**config.mk**
```make
export PLATFORM = sky130hd
export DESIGN_NAME = clause_cell
export DESIGN_NICKNAME = d
export VERILOG_FILES = /design/src/rtl/clause_cell.sv
export SDC_FILE = /design/constraint.sdc
export NUM_CORES = 1
export LEC_CHECK = 0
export CORE_MARGIN = 2
export CORE_UTILIZATION = 25
export DETAILED_ROUTE_END_ITERATION = 16
export GPL_TIMING_DRIVEN = 0
export SETUP_SLACK_MARGIN = 0.4
export SLEW_MARGIN = 20
export SYNTH_ARGS = -nofsm -noshare
export SYNTH_HDL_FRONTEND = slang
export SYNTH_SLANG_ARGS = --single-unit
```
**constraint.sdc**
```tcl
create_clock -name clk -period 17.03 [get_ports clk]
set_input_delay 3.406 -clock clk [delete_from_list [all_inputs] [get_ports clk]]
set_output_delay 3.406 -clock clk [all_outputs]
set_load 0.05 [all_outputs]
```
**src/rtl/clause_cell.sv**
```systemverilog
// Clause cell: stores one literal per variable slot, evaluates the clause against
// the attached var cells and emits unit implications or conflict marks.
module clause_cell #(
  parameter int NUM_VARS = 8
) (
  input  logic                  clk,
  input  logic                  rst,
  input  logic [3*NUM_VARS-1:0] var_value_i,
  output logic [3*NUM_VARS-1:0] var_value_o,
  input  logic                  apply_load_i,
  input  logic                  apply_update_i,
  input  logic                  apply_analyze_i,
  input  logic                  learnt_slot_i,
  input  logic                  apply_backtrack_i,
  output logic                  clause_sat_o,
  output logic                  clause_conflict_o,
  output logic                  imply_o
);

  localparam int CW = $clog2(NUM_VARS + 1);

  typedef enum logic [1:0] {EMPTY, ACTIVE, IMPLY, CONFLICT} state_t;

  state_t                  state;
  logic [2*NUM_VARS-1:0]   lits;
  logic [2*NUM_VARS-1:0]   val_q;
  logic                    cap_q;

  logic [2*NUM_VARS-1:0]   in_vals;
  logic                    in_any;
  logic                    lits_any;
  logic                    sat_any;
  logic [CW-1:0]           nfalse;
  logic [CW-1:0]           nunas;
  logic [CW-1:0]           npres;
  logic [3*NUM_VARS-1:0]   unit_out;
  logic [3*NUM_VARS-1:0]   conf_out;
  logic [3*NUM_VARS-1:0]   upd_out;
  logic                    is_unit;
  logic                    is_conf;
  logic                    unused_implied;

  // A literal is present only for 01/10, so xor of its two bits is the present flag;
  // value 11 (conflict) falls into the false bucket.
  always_comb begin
    in_vals        = '0;
    in_any         = 1'b0;
    lits_any       = 1'b0;
    sat_any        = 1'b0;
    nfalse         = '0;
    nunas          = '0;
    npres          = '0;
    unit_out       = '0;
    conf_out       = '0;
    upd_out        = '0;
    unused_implied = 1'b0;
    for (int k = 0; k < NUM_VARS; k++) begin
      in_vals[2*k +: 2] = var_value_i[3*k+1 +: 2];
      unused_implied    = unused_implied ^ var_value_i[3*k];
      in_any            = in_any | (^var_value_i[3*k+1 +: 2]);
      lits_any          = lits_any | (^lits[2*k +: 2]);
      upd_out[3*k +: 3] = {lits[2*k +: 2], 1'b0};
      if (^lits[2*k +: 2]) begin
        npres             = npres + CW'(1);
        conf_out[3*k +: 3] = 3'b110;
        if (val_q[2*k +: 2] == 2'b00) begin
          nunas              = nunas + CW'(1);
          unit_out[3*k +: 3] = {lits[2*k +: 2], 1'b1};
        end else if (val_q[2*k +: 2] == lits[2*k +: 2]) begin
          sat_any = 1'b1;
        end else begin
          nfalse = nfalse + CW'(1);
        end
      end
    end
    is_unit = !sat_any && (nunas == CW'(1)) && (nfalse == npres - CW'(1));
    is_conf = !sat_any && (npres != '0) && (nfalse == npres);
  end

  always_ff @(posedge clk) begin
    if (rst) begin
      state             <= EMPTY;
      lits              <= '0;
      val_q             <= '0;
      cap_q             <= 1'b0;
      var_value_o       <= '0;
      clause_sat_o      <= 1'b0;
      clause_conflict_o <= 1'b0;
      imply_o           <= 1'b0;
    end else begin
      val_q             <= in_vals;
      var_value_o       <= '0;
      clause_sat_o      <= 1'b0;
      clause_conflict_o <= 1'b0;
      imply_o           <= 1'b0;
      if (apply_load_i) begin
        lits  <= in_vals;
        cap_q <= 1'b0;
        state <= in_any ? ACTIVE : EMPTY;
      end else if (apply_update_i) begin
        var_value_o       <= upd_out;
        clause_conflict_o <= (state == CONFLICT);
      end else if (apply_analyze_i) begin
        clause_conflict_o <= (state == CONFLICT);
        if (learnt_slot_i) begin
          lits  <= in_vals;
          cap_q <= 1'b1;
        end
      end else if (cap_q) begin
        // first cycle after a learnt-clause capture window closes
        cap_q <= 1'b0;
        state <= lits_any ? ACTIVE : EMPTY;
      end else begin
        case (state)
          ACTIVE: begin
            if (sat_any) begin
              clause_sat_o <= 1'b1;
            end else if (is_conf) begin
              state             <= CONFLICT;
              clause_conflict_o <= 1'b1;
              var_value_o       <= conf_out;
            end else if (is_unit) begin
              state       <= IMPLY;
              imply_o     <= 1'b1;
              var_value_o <= unit_out;
            end
          end
          IMPLY: state <= ACTIVE;
          CONFLICT: begin
            if (apply_backtrack_i) begin
              state <= ACTIVE;
            end else begin
              clause_conflict_o <= 1'b1;
              var_value_o       <= conf_out;
            end
          end
          default: ;
        endcase
      end
    end
  end

endmodule

```
# Word-level counts from Yosys, hierarchy flattened
# Cells that the tools add are included.
# totals
regBits,62
latchBits,0
ramBits,0
mem_bits_ro,0
in_bits,31
out_inout_bits,27
elab_cells,237
mem_count,0
# op_classes
add_sub_neg,22
mul,0
n_div,0
magnitude_cmp,0
eq_ne,20
shift,0
muxes,130
bitwise,16
n_reduce_logical,40
# op_table
cell,count
two-way mux 4 bit,44
two-way mux 24 bit,7
"adder 4 x 1 -> 4 bit, second input constant",21
two-way mux 3 bit,24
two-way mux 16 bit,4
one-hot mux 24 bit (2 select lines),1
two-way mux 1 bit,40
XOR reduction 2 bit,16
== test 2 bit,8
logical NOT 2 bit,8
two-way mux 2 bit,8
OR 1 bit,14
== test 4 bit,2
"!= test 4 bit, second input constant",2
OR reduction 8 bit,1
one-hot mux 2 bit (3 select lines),1
AND reduction 6 bit,1
OR reduction 6 bit,1
"!= test 5 bit, second input constant",1
nonzero test 5 bit,1
OR reduction 5 bit,1
"== test 2 bit, second input constant",2
"== test 4 x 1 -> 1 bit, second input constant",1
logical AND 1 bit,4
12 further kinds,15

# Longest topological paths before layout
# Gate-level depths: netlist of the first run.
# depth
ltp_word,42
mapped_depth,35
depth_no_buf,34

# Least setup slack after synthesis of the first run
# OpenSTA, ideal clock, no wires.
# synth_path
path_kind,register to register
startpoint,register lits[1]
endpoint,register var_value_o[4]
setup_ps,69
arrival_ps,6361
required_ps,16961
path_slack_ps,10600
stages_incl_launch_ff,36
path_buffers,1
period_less_slack_ps,6430
path_cell_list,dfxtp_1 -> and2b_2 -> o2bb2ai_1 -> ha_1 -> mux2i_2 -> clkinv_4 -> ha_1 -> o21ai_0 -> o21ai_0 -> ha_1 -> or2_2 -> nand2_1 -> inv_1 -> ha_1 -> a21bo_2 -> o21ai_0 -> ha_1 -> inv_1 -> mux2i_1 -> a31oi_1 -> inv_1 -> ha_1 -> nor2_1 -> o22ai_1 -> ha_1 -> nand2b_1 -> xnor2_1 -> xnor2_1 -> xnor2_1 -> xnor2_1 -> nand4_1 -> or4_1 -> buf_4 -> nor3_4 -> a211oi_1 -> o21ai_1
# synth_between
elab_chain_len,41
word_cells_on_any_way,111
cone_classes,add/sub (22); eq/ne (4); mux (78); reduce/logical (7)
# synth_rtl
element,line,rtl
from (decl),25,logic [2*NUM_VARS-1:0] lits;
from (signal assigned),97,lits <= in_vals;
from (signal assigned),106,lits <= in_vals;
== test 2 bit,69,end else if (val_q[2*k +: 2] == lits[2*k +: 2]) begin
two-way mux 1 bit,69,
two-way mux 1 bit,66,if (val_q[2*k +: 2] == 2'b00) begin
two-way mux 4 bit,63,if (^lits[2*k +: 2]) begin
adder 4 x 1 -> 4 bit,72,nfalse = nfalse + CW'(1);
two-way mux 4 bit,69,
two-way mux 4 bit,66,
two-way mux 4 bit,63,
[25 not listed],-,
logical AND 1 bit,76,is_unit = !sat_any && (nunas == CW'(1)) && (nfalse == npres - CW'(1));
two-way mux 24 bit,122,end else if (is_unit) begin
two-way mux 24 bit,118,end else if (is_conf) begin
two-way mux 24 bit *,116,if (sat_any) begin
one-hot mux 24 bit (2 select lines) *,114,case (state)
two-way mux 24 bit *,109,end else if (cap_q) begin
two-way mux 24 bit *,103,end else if (apply_analyze_i) begin
two-way mux 24 bit *,100,end else if (apply_update_i) begin
to (signal assigned),101,var_value_o <= upd_out;
to (signal assigned),121,var_value_o <= conf_out;
to (signal assigned),125,var_value_o <= unit_out;
to (decl),9,"output logic [3*NUM_VARS-1:0] var_value_o,"
# Mark *: on every way between the ends. The rest lies on a longest branch, timed or not.
# A chain may end at the register's enable or synchronous reset.

# Worst setup path after layout of the first run
# layout_path
startpoint,register lits[3]
endpoint,register var_value_o[14]
# layout_between
elab_chain_len,37
word_cells_on_any_way,99
cone_classes,add/sub (19); eq/ne (4); mux (69); reduce/logical (7)
# layout_rtl
element,line
== test 2 bit,69
two-way mux 4 bit,69
two-way mux 4 bit,66
two-way mux 4 bit,63
adder 4 x 1 -> 4 bit,72
two-way mux 4 bit,69
two-way mux 4 bit,66
two-way mux 4 bit,63
[21 not listed],-
logical AND 1 bit,76
two-way mux 24 bit,122
two-way mux 24 bit,118
two-way mux 24 bit *,116
one-hot mux 24 bit (2 select lines) *,114
two-way mux 24 bit *,109
two-way mux 24 bit *,103
two-way mux 24 bit *,100
# Marked as above.

==> run metrics, run 1 <==
Critical Path Slowest Stage Cell=nor4_4; DRC violations left=0; first-pass GRT wire length=21300 um; CTS buffer count=9; Worst EP required=17.28 ns; post-DR wirelength/cell=14.5 um; hold depth=2; Clock Path Buffers=2; Antenna diodes=0; Routed Wire Length=13500 um; Post-Synth Adder-Cell Area=0.0588; die area=20700 um^2; Comb pwr share=0.419; unrepaired setup endpoints after global routing=no; Achievable Freq=135 MHz; register area=1240 um^2; syn nets=653; post-synthesis cell type count=88; Final setup viols=0; Final Instance Area=6030 um^2; placed cells=912; Power Internal=0.384 mW; yosys warns=0; Resized Gates After CTS=0; sequential-to-total area share from yosys stat=0.254; Post-Syn Area=4890 um^2; worst hold path class=flip-flop to flip-flop; Top-Level Pins=58; stages on the worst setup path=34; CP Max Fanout=9; largest family of logic cells by synthesized area=simple AND/OR/NAND/NOR gates; Worst Path Buf+Inv=5; mean post-synth cell area=8.17 um^2; slowest stage delay, CP=0.61 ns; Slew Viols, Final=0; 1st-iter DRT viols=307; post-route ant nets=0; final hold violation count=0; synthesis-to-layout area growth=23.1%; Final Critical Period=7.39 ns; grt ovf=0; Via density=4.71; Post-synth EDFFs=0; part of the power in registers=0.264; Critical Path Source=lits[3]$_SDFFE_PP0P_; leakage power=2.37 nW; vias after detailed routing=4368; xor and xnor area share after synthesis=0.163; reg-to-reg setup timing slack=9.64 ns; CORE AREA=19300 um^2; simple logic cell fraction of the synthesized area=0.269; Total Power=0.599 mW; DPL Wire Length=11200 um; Synth Flop Type=dfxtp_1; Final #Nets=712; CP top delay family=simple AND/OR/NAND/NOR gates; Die Span Y=144 um; largest net degree at the start of global routing=11; area taken by multi-input logic gates=3390 um^2; all-layer global routing usage=0.133; CP endpoint=var_value_o[14]$_SDFF_PP0_; Yosys reg bits=62; hold buffer count at CTS=0; critical path data arrival time=7.65 ns; FP Rows=51; Net Sw Power=0.215 mW; fin cells=928; outcome=completed; Slew Limit Headroom=0.313; crit path launch type=flip-flop; Syn Inst Count=599; vias in the first global route=3976; Root Buffer=clkbuf_16; Crit. End Element=flip-flop; Final GP Congestion=0.945; area post-placement=5710 um^2; Final Cycle Share=0.434; complex-gate fraction of the synthesized area=0.180; Die Width=144 um; Initial Util=0.253; first drt pass iteration count=5; Crit path top cell by count=ha_1; clock skew=0.00522 ns; Worst Reg-to-Reg Cells=34; Port Buffer Count=48; asr flop ratio synth=0; layout cells sized above 1=0.0950; clock-pin slew on the worst setup and hold paths=0.05 ns; final setup TNS=0 ns; switching share of power=0.359; # H-tree levels=3; Tightest Pin Transition=1.02 ns; Clock power frac=0.317; CTS tree=done; reg2reg end=var_value_o[14]$_SDFF_PP0_; initial antenna violation count=0; postcts setup bufs=0; CTS Sinks=62; critical path type=flip-flop to flip-flop; PD cells=99.5 nW/um^2; mux cell area share after synthesis=0.0215; Skew-Pair Late Insertion Delay=0.33 ns; fillcell total=2068; max cap viols=0; worst r2r src=lits[3]$_SDFFE_PP0P_; Max VDD drop=0.0000512 V
-- how the worst min path moves through the flow --
stage                          start                    end
2_1_floorplan  lits[13]$_SDFFE_PP0P_  lits[13]$_SDFFE_PP0P_
3_3_place_gp   lits[13]$_SDFFE_PP0P_  lits[13]$_SDFFE_PP0P_
3_5_place_dp   lits[13]$_SDFFE_PP0P_  lits[13]$_SDFFE_PP0P_
4_1_cts        lits[13]$_SDFFE_PP0P_  lits[13]$_SDFFE_PP0P_
5_1_grt        lits[13]$_SDFFE_PP0P_  lits[13]$_SDFFE_PP0P_
6_report       lits[13]$_SDFFE_PP0P_  lits[13]$_SDFFE_PP0P_
-- synthesized netlist by cell type (5+ instances only) --
| cell type | count | area share |
|---|---|---|
| nor3_1 | 14 | 0.014 |
| ha_1 | 23 | 0.059 |
| or3_1 | 6 | 0.0077 |
| nor3b_1 | 6 | 0.0092 |
| or2_2 | 5 | 0.0064 |
| a211oi_1 | 6 | 0.0092 |
| inv_1 | 31 | 0.024 |
| dfxtp_1 | 62 | 0.25 |
| xnor2_1 | 40 | 0.072 |
| a22oi_1 | 7 | 0.011 |
| mux2i_1 | 8 | 0.016 |
| nor2b_1 | 23 | 0.029 |
| a21oi_1 | 39 | 0.040 |
| a31oi_1 | 6 | 0.0077 |
| and2b_2 | 5 | 0.0089 |
| xnor3_1 | 6 | 0.028 |
| and3_1 | 10 | 0.013 |
| nand3_1 | 13 | 0.013 |
| nor4_1 | 5 | 0.0064 |
| xor2_1 | 19 | 0.034 |
| o21ai_1 | 6 | 0.0061 |
| nor2_1 | 45 | 0.035 |
| nand2b_1 | 7 | 0.0089 |
| nand3b_1 | 6 | 0.0092 |
| o21ai_0 | 11 | 0.011 |
| buf_4 | 5 | 0.0077 |
| clkbuf_1 | 15 | 0.012 |
| nand2_1 | 74 | 0.057 |
-- worst reg2reg max path, delay by kind of cell (launching register included) --
kind | cells | cell delay [ns]
compound gates | 7 | 1.34
xor+xnor | 5 | 1.15
fa+ha+maj | 6 | 1.65
buf+inv | 5 | 0.41
flops | 1 | 0.48
mux | 2 | 0.47
simple gates | 9 | 1.84
-- sequential cells by signal, summed over array words and instances (netlist names) --
signal	flops
var_value_o	24
lits	16
val_q	16
state	2
cap_q	1
clause_conflict_o	1
clause_sat_o	1
imply_o	1
-- routing by layer --
layer	up-vias	global-route usage	share of wire
met2	100	0.229	0.49
li1	2223	-	-
met4	0	0.0614	0.025
met5	-	0	0
met3	19	0.0173	0.033
met1	2026	0.166	0.45
-- cell families after synthesis --
logic type               count (synthesis)
XOR/XNOR                                72
AO/OA/AOI/OAI                          125
adder cells (fa/ha/maj)                 23
AND/OR/NAND/NOR                        248
multiplexers                            10
flip-flops                              62
buffers and inverters                   59
-- power by group through the flow --
stage	logic [mW]	clock network [mW]	registers (mW)
3_5_place_dp	0.250	0	0.161
3_3_place_gp	0.247	0	0.161
4_1_cts	0.251	0.194	0.158
2_1_floorplan	0.193	0	0.161
6_report	0.251	0.190	0.158
5_1_grt	0.280	0.201	0.159
-- layout by cell type (no fill, tap or decap), drive strengths merged, types with 4 or more instances in the layout --
cell type,count
ha,23
a211oi,6
or3,6
nor2b,23
o22ai,4
mux2i,9
a31oi,6
nand2,75
nor3b,6
nand3b,6
nor2,46
dfxtp,62
clkbuf,28
nor4,6
or2,8
inv,33
nand4,4
xnor2,43
xnor3,7
and2,4
clkdlybuf4s50,48
xor2,22
a22o,6
and2b,5
a21oi,39
nand2b,7
nor3,17
a22oi,7
o21ai,17
and3,11
buf,10
nand3,13
-- through the flow --
step / worst slack (ns) / hold WS (ns) / utilization
floorplan: 10.60 / 0.458 / -
global placement: 9.65 / 0.489 / 0.295
detailed placement: 9.63 / 0.503 / 0.295
CTS: 9.60 / 0.512 / 0.312
global route: 9.04 / 0.524 / 0.312
finish: 9.64 / 0.508 / 0.312
-- cell type report --
cell class | instances | share of cell area
Sequential cell | 62 | 0.206
Tap cell | 265 | 0.0550
Multi-Input combinational cell | 478 | 0.562
Buffer | 25 | 0.0216
Timing Repair Buffer | 48 | 0.0797
Inverter | 34 | 0.0224
Clock buffer | 13 | 0.0465
Clock inverter | 3 | 0.00664
(Power assumes the default switching activity.)
==> inputs of run 2 (changes only) <==
==> constraint.sdc (replaced) <==
create_clock -name clk -period 6.7 [get_ports clk]
set_input_delay 1.34 -clock clk [delete_from_list [all_inputs] [get_ports clk]]
set_output_delay 1.34 -clock clk [all_outputs]
set_load 0.05 [all_outputs]
==> run metrics, run 2 (synthesis gave the netlist of run 1 again) <==
CTS tree=done; crit path launch type=flip-flop; clock-pin slew on the worst setup and hold paths=0.06 ns (about the same); synthesis-to-layout area growth=37.7%; final hold violation count=0 (unchanged); max FFs per register=24 (unchanged); outcome=completed; Skew-Pair Late Insertion Delay=0.35 ns (+0.02 ns); largest reg by FF count=var_value_o; Final #Nets=751 (+5.5%); Clock power frac=0.287 (-0.030); most common cell after layout, fill and taps aside=nand2_1; area post-placement=5740 um^2 (+0.59%); clock skew=0.0119 ns (+0.00673 ns); final core utilization=0.348 (+0.0368); post-DR wirelength/cell=15.3 um (+5.3%); critical path data arrival time=6.52 ns (-1.13 ns); DPL Wire Length=11200 um (+0.43%); Worst Reg-to-Reg Cells=35 (+2.9%); max cap viols=0 (unchanged); Worst EP required=6.98 ns (-10.30 ns); Port Buffer Count=48 (unchanged); Initial Util=0.253 (unchanged); dpl ws=-0.652 ns (-10.29 ns); FP Rows=51 (unchanged); Routed Wire Length=14800 um (+9.7%); Root Buffer=clkbuf_16; switching share of power=0.376 (+0.0171); hold buffer count at CTS=0 (unchanged); Critical Path Slowest Stage Cell=or4_1; worst hold path class=flip-flop to flip-flop; Final setup viols=0 (unchanged); initial antenna violation count=0 (unchanged); Comb pwr share=0.470 (+0.051); first drt pass iteration count=5 (unchanged); Max VDD drop=0.000139 V (+170%); Antenna diodes=0 (unchanged); hold slack=0.499 ns (-0.00887 ns); Tightest Pin Transition=0.938 ns (-0.0853 ns); Achievable Freq=160 MHz (+18%); critical path type=flip-flop to flip-flop; all-layer global routing usage=0.145 (+0.0120); Final Instance Area=6740 um^2 (+12%); Slew Viols, Final=0 (unchanged); Worst Path Buf+Inv=5 (unchanged); PD cells=247 nW/um^2 (+150%); largest net degree at the start of global routing=12 (+1); Slew Limit Headroom=0.370 (+0.0567); Final Cycle Share=0.932 (+0.497); Die Width=144 um (unchanged); Net Sw Power=0.624 mW (+190%); final worst-path setup slack=0.459 ns (-9.18 ns); vias in the first global route=4432 (+11%); Via density=4.83 (+2.6%); CTS Sinks=62 (unchanged); Crit. End Element=flip-flop; part of the power in registers=0.243 (-0.021); unrepaired setup endpoints after global routing=yes; stages on the worst setup path=35 (+2.9%); first-pass GRT wire length=23100 um (+8.6%); leakage power=2.60 nW (+9.7%); post-route ant nets=0 (unchanged); Power Internal=1.04 mW (+170%); CTS buffer count=9 (unchanged); Top-Level Pins=58 (unchanged); Clock Path Buffers=2 (unchanged); Final Critical Period=6.24 ns (-1.15 ns); grt ovf=0 (unchanged); # H-tree levels=3 (unchanged); hold depth=2 (unchanged); CP top delay family=adder cells; vias after detailed routing=4669 (+6.9%); DRC violations left=0 (unchanged); commonest cells after routing, fill and taps aside=71 x nand2_1, 56 x dfxtp_1, 48 x clkdlybuf4s50_1; layout cells sized above 1=0.221 (+0.126); CORE AREA=19300 um^2 (unchanged); die area=20700 um^2 (unchanged); CP Max Fanout=5 (-4); Die Span Y=144 um (unchanged); Final GP Congestion=0.929 (-1.8%); Top Registers=var_value_o (24), lits (16), val_q (16); final setup TNS=0 ns (unchanged); 1st-iter DRT viols=322 (+4.9%); slowest stage delay, CP=0.51 ns (-0.10 ns)
run 2: per-stage QoR:
step,std cells,power (mW)
after CTS,953,1.59
after detailed placement,912,1.04
after global placement,912,1.03
after floorplan,599,0.905
after global routing,967,1.76
final,967,1.66
run 2: timing repair:
action	CTS	global route
pin swaps	25	34
gates resized for setup	36	50
hold endpoints to repair	0	0
endpoints found under the setup margin	28	28
buffers inserted	25	14
run 2: worst reg2reg max path: cells and delay by family (launching register included):
family          cells  cell delay (ns)
compound gates      9             1.12
fa+ha+maj           7             1.72
flops               1             0.36
mux                 2             0.30
simple gates        8             1.55
xor+xnor            4             0.71
buf+inv             5             0.42
run 2: final timing paths:
check / slack, ns / end / startpoint
worst min-delay path: 0.50 / lits[0]$_SDFFE_PP0P_ / lits[0]$_SDFFE_PP0P_
worst min register to register: 0.50 / lits[0]$_SDFFE_PP0P_ / lits[0]$_SDFFE_PP0P_
worst max register to register: 0.46 / var_value_o[4]$_SDFF_PP0_ / lits[1]$_SDFFE_PP0P_
worst max-delay path: 0.46 / var_value_o[4]$_SDFF_PP0_ / lits[1]$_SDFFE_PP0P_
run 2: power by group through the flow:
stage	Clock [mW]	Combinational (mW)	Sequential (mW)
floorplan	0	0.494	0.410
global placement	0	0.623	0.410
detailed placement	0	0.633	0.410
CTS	0.486	0.697	0.402
global route	0.502	0.851	0.406
finish	0.477	0.780	0.404
run 2: area by class of cell:
type	instances	area [um^2]
plain buffers	25	149
clock buffers	11	243
clock inverters	5	58.8
fillers	1986	12600
inverters	34	144
multi-input cells	478	3740
flip-flops and latches	62	1260
well taps	265	332
repair buffers	87	813
run 2: layer usage:
metal / vias to the layer above / wire (um) / global-route usage
met5: - / 0 / 0
met4: 0 / 306 / 0.0423
met1: 2204 / 6720 / 0.191
li1: 2303 / - / -
met3: 22 / 831 / 0.0310
met2: 140 / 6950 / 0.239
